## config.mk

```make
export PLATFORM = sky130hd
export DESIGN_NAME = ili9341_spi_reader
export DESIGN_NICKNAME = d
export VERILOG_FILES = /design/src/rtl/ili9341_spi_reader.sv
export SDC_FILE = /design/constraint.sdc
export NUM_CORES = 1
export LEC_CHECK = 0
export CAP_MARGIN = 20
export CORE_MARGIN = 2
export CORE_UTILIZATION = 40
export CTS_CLUSTER_SIZE = 30
export DETAILED_ROUTE_END_ITERATION = 16
export GPL_TIMING_DRIVEN = 0
export PLACE_DENSITY = 0.72
export SYNTH_ARGS = -nofsm -noshare
export SYNTH_HDL_FRONTEND = slang
export SYNTH_SLANG_ARGS = --single-unit
```

## constraint.sdc

```tcl
create_clock -name clk -period 1.6 [get_ports clk]
set_input_delay 0.24 -clock clk [delete_from_list [all_inputs] [get_ports clk]]
set_output_delay 0.24 -clock clk [all_outputs]
set_load 0.005 [all_outputs]
```

## src/rtl/ili9341_spi_reader.sv

```systemverilog
// ILI9341 SPI read-transaction engine (SPI mode 0, MSB first).
// Sends one command byte with DC low, optionally clocks one dummy bit, then
// shifts 1..MAX_BYTES response bytes in from the panel's SDO line.
// Handshake: i_rd_start is a request that is sampled only while the engine is
// idle. o_busy is high from the accept edge through the DONE cycle.
// o_rd_done pulses for one cycle, and o_rd_data is valid from that cycle until
// the next accepted request.
module ili9341_spi_reader #(
  parameter int CLK_DIV   = 4,
  parameter int MAX_BYTES = 4
) (
  input  logic                   clk,
  input  logic                   rst,
  input  logic                   i_rd_start,
  input  logic [7:0]             i_rd_cmd,
  input  logic [2:0]             i_rd_len,
  input  logic                   i_rd_dummy,
  input  logic                   i_miso,
  output logic                   o_sck,
  output logic                   o_cs_n,
  output logic                   o_dc,
  output logic                   o_mosi,
  output logic                   o_busy,
  output logic                   o_rd_done,
  output logic [8*MAX_BYTES-1:0] o_rd_data,
  output logic [2:0]             o_state
);

  localparam int DW = 8 * MAX_BYTES;
  localparam int HW = $clog2(CLK_DIV) + 1;
  localparam int BW = $clog2(8 * MAX_BYTES);
  localparam int LW = $clog2(MAX_BYTES + 1);
  localparam logic [HW-1:0] HALF_RELOAD = HW'(CLK_DIV - 1);

  localparam logic [2:0] S_IDLE  = 3'd0;
  localparam logic [2:0] S_SETUP = 3'd1;
  localparam logic [2:0] S_CMD   = 3'd2;
  localparam logic [2:0] S_DUMMY = 3'd3;
  localparam logic [2:0] S_READ  = 3'd4;
  localparam logic [2:0] S_HOLD  = 3'd5;
  localparam logic [2:0] S_DONE  = 3'd6;

  logic [2:0]    state_q, state_d;
  logic [HW-1:0] hcnt_q, hcnt_d;
  logic          half_q, half_d;     // 0 = low half of a bit, 1 = high half
  logic [BW-1:0] bcnt_q, bcnt_d;     // bits remaining in the phase, minus one
  logic [7:0]    cmd_q, cmd_d;       // command shifter, MSB is on the wire
  logic [LW-1:0] len_q, len_d;       // response length after clamping
  logic          dummy_q, dummy_d;
  logic [DW-1:0] data_q, data_d;
  logic          sck_q, sck_d;
  logic          cs_n_q, cs_n_d;
  logic          dc_q, dc_d;
  logic          mosi_q, mosi_d;
  logic          busy_q, busy_d;
  logic          done_q, done_d;
  logic [BW-1:0] read_bits_m1;

  // Reload value for the bit counter when entering READ: 8*len - 1.
  always_comb begin
    read_bits_m1 = BW'((int'(len_q) * 8) - 1);
  end

  // Next-state and next-output logic. Every output is computed here and registered.
  always_comb begin
    state_d = state_q;
    hcnt_d  = hcnt_q;
    half_d  = half_q;
    bcnt_d  = bcnt_q;
    cmd_d   = cmd_q;
    len_d   = len_q;
    dummy_d = dummy_q;
    data_d  = data_q;
    sck_d   = sck_q;
    cs_n_d  = cs_n_q;
    dc_d    = dc_q;
    mosi_d  = mosi_q;
    busy_d  = busy_q;
    done_d  = 1'b0;

    case (state_q)
      S_IDLE: begin
        if (i_rd_start) begin
          cmd_d   = i_rd_cmd;
          dummy_d = i_rd_dummy;
          // A length of 0 still reads one byte. Longer requests are clamped to the data width.
          if (i_rd_len == 3'd0)                len_d = LW'(1);
          else if (int'(i_rd_len) > MAX_BYTES) len_d = LW'(MAX_BYTES);
          else                                 len_d = LW'(i_rd_len);
          data_d  = '0;
          busy_d  = 1'b1;
          cs_n_d  = 1'b0;
          dc_d    = 1'b0;
          sck_d   = 1'b0;
          mosi_d  = i_rd_cmd[7];
          hcnt_d  = HALF_RELOAD;
          state_d = S_SETUP;
        end
      end

      S_SETUP: begin
        if (hcnt_q == '0) begin
          state_d = S_CMD;
          hcnt_d  = HALF_RELOAD;
          half_d  = 1'b0;
          bcnt_d  = BW'(7);
        end else begin
          hcnt_d = hcnt_q - 1'b1;
        end
      end

      S_CMD, S_DUMMY, S_READ: begin
        if (hcnt_q != '0) begin
          hcnt_d = hcnt_q - 1'b1;
        end else if (!half_q) begin
          half_d = 1'b1;
          sck_d  = 1'b1;
          hcnt_d = HALF_RELOAD;
        end else begin
          // End of the high half: this is the capture edge, and a new low half starts.
          half_d = 1'b0;
          sck_d  = 1'b0;
          hcnt_d = HALF_RELOAD;
          if (state_q == S_READ) data_d = {data_q[DW-2:0], i_miso};
          if (bcnt_q != '0) begin
            bcnt_d = bcnt_q - 1'b1;
            if (state_q == S_CMD) begin
              cmd_d  = {cmd_q[6:0], 1'b0};
              mosi_d = cmd_q[6];
            end
          end else begin
            mosi_d = 1'b0;
            dc_d   = 1'b1;
            case (state_q)
              S_CMD: begin
                if (dummy_q) begin
                  state_d = S_DUMMY;
                  bcnt_d  = '0;
                end else begin
                  state_d = S_READ;
                  bcnt_d  = read_bits_m1;
                end
              end
              S_DUMMY: begin
                state_d = S_READ;
                bcnt_d  = read_bits_m1;
              end
              default: state_d = S_HOLD;
            endcase
          end
        end
      end

      S_HOLD: begin
        if (hcnt_q == '0) begin
          state_d = S_DONE;
          cs_n_d  = 1'b1;
          dc_d    = 1'b1;
          done_d  = 1'b1;
        end else begin
          hcnt_d = hcnt_q - 1'b1;
        end
      end

      S_DONE: begin
        state_d = S_IDLE;
        busy_d  = 1'b0;
      end

      default: begin
        state_d = S_IDLE;
        cs_n_d  = 1'b1;
        sck_d   = 1'b0;
        dc_d    = 1'b1;
        mosi_d  = 1'b0;
        busy_d  = 1'b0;
      end
    endcase
  end

  // State and output registers. Reset takes priority over everything and aborts any transaction.
  always_ff @(posedge clk) begin
    if (rst) begin
      state_q <= S_IDLE;
      hcnt_q  <= '0;
      half_q  <= 1'b0;
      bcnt_q  <= '0;
      cmd_q   <= '0;
      len_q   <= '0;
      dummy_q <= 1'b0;
      data_q  <= '0;
      sck_q   <= 1'b0;
      cs_n_q  <= 1'b1;
      dc_q    <= 1'b1;
      mosi_q  <= 1'b0;
      busy_q  <= 1'b0;
      done_q  <= 1'b0;
    end else begin
      state_q <= state_d;
      hcnt_q  <= hcnt_d;
      half_q  <= half_d;
      bcnt_q  <= bcnt_d;
      cmd_q   <= cmd_d;
      len_q   <= len_d;
      dummy_q <= dummy_d;
      data_q  <= data_d;
      sck_q   <= sck_d;
      cs_n_q  <= cs_n_d;
      dc_q    <= dc_d;
      mosi_q  <= mosi_d;
      busy_q  <= busy_d;
      done_q  <= done_d;
    end
  end

  assign o_sck     = sck_q;
  assign o_cs_n    = cs_n_q;
  assign o_dc      = dc_q;
  assign o_mosi    = mosi_q;
  assign o_busy    = busy_q;
  assign o_rd_done = done_q;
  assign o_rd_data = data_q;
  assign o_state   = state_q;

endmodule

```

==> results of run 1 <==
-- synth_stat cells, types with 2 or more instances --
cell       instances
nor2b_1            3
nand2b_1           5
nor2_1            16
o21ai_0            7
clkbuf_1           6
buf_2             12
nand3_1           18
o21ai_1            5
nor3_1             5
a21oi_1           53
a311oi_2           6
buf_4              2
dfxtp_1           60
nand2_1           58
o22ai_1            2
or3_1              2
nor3b_1            2
a2bb2oi_1          2
buf_6              6
a311oi_1           2
a21oi_2            2
a31o_1             2
nand3_2           20
ha_1               3
nand4_1            2
o211ai_1           2
inv_1              6
-- power groups by stage --
stage          Clock (µW)  Sequential (µW)  Combinational (µW)
6_report             1410             1940                5650
5_1_grt              1480             1970                5950
4_1_cts              1410             1920                4740
3_5_place_dp            0             1930                3240
3_3_place_gp            0             1930                3220
2_1_floorplan           0             1910                2570
-- cell usage in the layout (no fill, tap or decap), drive strengths merged, types with 5 or more instances in the layout --
cell / instances
nor2: 18
clkbuf: 18
nand2b: 5
inv: 8
a311oi: 8
nand3: 38
buf: 64
a21oi: 56
nor3: 6
nand2: 59
clkdlybuf4s50: 54
o21ai: 12
dfxtp: 60
-- cells by family (layout without fill, tap and decap cells) --
family,count (synthesis),after routing,share of synthesized area
AOI/OAI and AO/OA,97,97,0.228
xor gates and xnor gates,2,2,0.00594
adders and majority gates,3,3,0.0127
buffers and inverters,34,150,0.0662
DFF,60,60,0.407
muxes,1,1,0.00382
and+or+nand+nor,143,143,0.276
-- stage by stage --
step / TNS [ns] / hold WS, ns / setup WS (ns)
floorplan: -0.808 / 0.375 / -0.115
global placement: -12.78 / 0.441 / -0.421
detailed placement: -12.69 / 0.450 / -0.383
CTS: -2.20 / 0.307 / -0.133
global route: -9.58 / 0.320 / -0.293
finish: -6.44 / 0.319 / -0.204
-- registers in the layout, summed over array words and instances, names as in the netlist, 2 cells and up --
register / count
o_rd_data: 32
len_q: 2
bcnt_q: 5
cmd_q: 7
o_state: 3
hcnt_q: 3
-- worst max-delay path, stage by stage, from the launching register on --
cell	delay (ns)
dfxtp_2	0.33
inv_2	0.06
ha_4	0.14
or4b_4	0.53
nand4_1	0.19
a21oi_4	0.12
a21bo_1	0.19
a21oi_1	0.16
-- final cells by class --
type / instances / area share
multi-input combinational: 246 / 0.422
sequential: 60 / 0.251
timing repair buffer: 102 / 0.205
buffer: 25 / 0.0502
clock buffer: 9 / 0.0256
tap: 99 / 0.0256
clock inverter: 7 / 0.0158
inverter: 7 / 0.00543
-- routing by layer --
layer,up-vias,track usage
met2,138,0.375
met1,1466,0.250
met4,0,0.0833
li1,1435,-
met5,-,0
met3,41,0.0536
-- repair_timing --
item,CTS,global route
hold buffers,0,0
setup buffers,28,13
gates cloned,6,1
pin swaps,45,38
setup endpoints to repair,54,57
gates resized for setup,90,65
-- final timing paths --
path,from,to,cells after the start
min,i_rd_start,dummy_q,3
min reg2reg,cmd_q[0],cmd_q[0],2
max reg2reg,bcnt_q[0],bcnt_q[2],7
max,bcnt_q[0],bcnt_q[2],7
==> reports/qor.yml, run 1 <==
wl_per_cell_um: 17.4
gp_congestion: 0.919
wl_met1_mm: 3.83
port_buffers: 55
clock_skew_ns: 0.0126
synth_edf_count: 0
period_share: 1.13
grt_overflow: 0
cellLeakagePower_uw: 0.00165
final_cells: 555
drive_gt1_frac: 0.487
p_sw_frac: 0.424
grt_antenna_before_repair: 0
relSlewSlack: 0.528
critPathCaptureType: "flip-flop"
highest_layer: "met4"
route.met3.wl_um: 617
core_um2: 7210
rows: 31
netlist_instances: 340
cp-start-kind: "flip-flop"
p_sw_uw: 3810
grt_pass1_vias: 2891
violations: "setup timing"
peakVddDrop_uv: 712
status: "complete, but fails checks"
clk_pin_slew_worst_paths_ns: 0.08
grt_usage: 0.213
post-route-util: 0.671
setup_slack_ns: -0.204
synth.net_count: 359
seq_area_um2: 1210
dp_hpwl_mm: 4.99
power_density_nw_per_um2: 1860
clock_latency_ns: 0.36
cts_sinks: 60
p_total_uw: 9000
synthArstFlopShare: 0
via_per_inst: 5.55
pwr-share-seq: 0.216
htree_levels: 3
ys_types: 58
cp.arrival_ns: 2.09
nets: 470
cts_buffers: 9
tightest_slew_ns: 0.708
p_comb_frac: 0.628
crit_type: "flip-flop to flip-flop"
min_path_type: "primary input to flip-flop"
io_pins: 57
synth_area_per_cell_um2: 8.67
start_util: 0.409
rrSetupSlack_ns: -0.20
crit_required_ns: 1.88
fmax_ghz: 0.554
cts_tree: "built"
cts_max_path_buffers: 2
grt_max_degree: 13
rsz0062_at_grt: "yes"
multiInputGateArea_um2: 2040
ant_nets: 0
first_pass_iters: 5
placed_cells: 494
finalMaxSlewViolations: 0
grt_pass1_wl_mm: 14.0
dpl_cell_area_um2: 3690
yosys_warnings: 0
die_x_um: 89.9
cp_max_fo: 8
synthTopCellsByArea: "dfxtp_1 41%, a21oi_1 9.0%, nand2_1 7.4%"
syn_to_final_growth_pct: 64.1
clkPwrFrac: 0.156
p_int_uw: 5180
maxCapViolCount: 0
synth.ff_latch_count: 60
synth_top_area_share: 0.407
final_cell_area_um2: 4840
synth.largest_area_cell: "dfxtp_1"
synth_ff_type: "dfxtp_1"
wl_met2_mm: 4.88
fillers: 519
die_area_um2: 8080
finalHoldViolCount: 0
period_minus_slack_ns: 1.80
drc_errors: 0
vias: 3080
synth.yosys.seq_area_share: 0.407
drt_iter0_drc: 157
cts_root_buf: "clkbuf_8"
totalWireLength_mm: 9.65
setup_violations: 54
die_h_um: 89.9
syn_area_um2: 2950
antenna_cells: 0
No activity file was read; power rests on OpenSTA's default activity.
==> run 2, diff against run 1 <==
Settings changed: CTS_CLUSTER_SIZE 30 to not set.
==> results of run 2 <==
Final layout, timing and power as in run 1 (identical DEF).
==> run 3, diff against run 2 <==
Settings changed: MAX_ROUTING_LAYER set to met4.
==> run 3 against run 2 <==
The run still ends with setup timing left. Clock power about the same. Critical path depth unchanged. Worst setup slack improved by 0.0077 ns. Non-clock buffer count unchanged. Die area unchanged. Utilization unchanged. Maximum frequency increased by 0.43%. Sequential cell count unchanged. Clock-buffer cell count unchanged. Largest cell class unchanged.
==> reports/qor.yml, run 3 (synthesized netlist as in run 1, its figures left out) <==
status: "complete, but fails checks"
violations: "setup timing"
maxCapViolCount: 0
core_um2: 7210
cp-start-kind: "flip-flop"
power_density_nw_per_um2: 1860
layout_common_cells: "54 x clkdlybuf4s50_1, 52 x dfxtp_1, 49 x nand2_1, 33 x buf_4, 31 x a21oi_2"
fillers: 519
nets: 470
die_x_um: 89.9
cp_max_fo: 8
clk_pin_slew_worst_paths_ns: 0.07
period_share: 1.12
final_common_cell: "clkdlybuf4s50_1"
tightest_slew_ns: 0.712
die_area_um2: 8080
cts_tree: "built"
p_total_uw: 8990
drt_iter0_drc: 156
via_per_inst: 5.58
critPathCaptureType: "flip-flop"
grt_overflow: 0
die_h_um: 89.9
rows: 31
fmax_ghz: 0.557
setup_slack_ns: -0.196
gp_congestion: 0.935
min_path_type: "primary input to flip-flop"
finalMaxSlewViolations: 0
cellLeakagePower_uw: 0.00165
final_cell_area_um2: 4840
cts_buffers: 9
rsz0062_at_grt: "yes"
hold_buffers: 0
cp.arrival_ns: 2.07
grt_usage: 0.219
cts_sinks: 60
wl_per_cell_um: 17.5
htree_levels: 3
totalWireLength_mm: 9.69
io_pins: 57
antenna_cells: 0
crit_type: "flip-flop to flip-flop"
clock_latency_ns: 0.36
clock_skew_ns: 0.0125
grt_max_degree: 13
drc_errors: 0
finalHoldViolCount: 0
vias: 3095
grt_antenna_before_repair: 0
cts_max_path_buffers: 2
drive_gt1_frac: 0.487
syn_to_final_growth_pct: 64.1
crit_required_ns: 1.87
dp_hpwl_mm: 4.99
port_buffers: 55
setup_tns_ns: -6.57
setup_violations: 53
peakVddDrop_uv: 710
grt_pass1_vias: 2902
start_util: 0.409
first_pass_iters: 5
post-route-util: 0.671
relSlewSlack: 0.525
grt_pass1_wl_mm: 14.0
ant_nets: 0
dpl_cell_area_um2: 3690
largest_reg_flops: 32
cts_root_buf: "clkbuf_8"
period_minus_slack_ns: 1.80
[run 3: cell counts in the layout (fill, tap and decap cells not counted)]
No cell type changed its count.
[run 3: metrics by stage]
stage                     setup slack (ns)  std cells  hold slack (ns)
after floorplan                     -0.115        340            0.375
after global placement              -0.421        494            0.441
after detailed placement            -0.383        494            0.450
after CTS                           -0.133        542            0.307
after global routing                -0.284        555            0.323
final                               -0.196        555            0.326
[run 3: worst paths after layout]
kind | slack [ns] | startpoint | cells past startpoint | end
worst max-delay path | -0.20 | bcnt_q[0] | 7 | bcnt_q[2]
worst min-delay path | 0.33 | i_rd_start | 3 | dummy_q
worst min register to register | 0.47 | cmd_q[0] | 2 | cmd_q[0]
worst max register to register | -0.20 | bcnt_q[0] | 7 | bcnt_q[2]
[run 3: critical path, cell delays in order, from the launching register on]
cell and delay, ns:
dfxtp_2 0.33, inv_2 0.06, ha_4 0.14, or4b_4 0.53
nand4_1 0.19, a21oi_4 0.12, a21bo_1 0.19, a21oi_1 0.15
[run 3: per-layer routing]
metal  track usage  wire length (µm)
met1         0.251              3840
met2         0.375              4970
met3        0.0453               630
met4        0.0910               255
met5             -                 0
[run 3: cell type report]
type                            count  area [µm²]  area share
Multi-Input combinational cell    246        2040       0.422
Sequential cell                    60        1210       0.251
Tap cell                           99         124      0.0256
Inverter                            7        26.3     0.00543
Clock buffer                        9         124      0.0256
Timing Repair Buffer              102         991       0.205
Buffer                             25         243      0.0502
Clock inverter                      7        76.3      0.0158
[run 3: what timing repair did]
item / CTS / global route
setup buffers: 28 / 13
gates cloned: 6 / 1
pin swaps: 45 / 38
endpoints found under the setup margin: 54 / 57
gates resized for setup: 90 / 65
[run 3: power breakdown]
| group | switching, µW | total (µW) | internal (µW) |
|---|---|---|---|
| Sequential | 214 | 1950 | 1730 |
| Combinational | 2920 | 5650 | 2730 |
| Clock | 670 | 1400 | 726 |
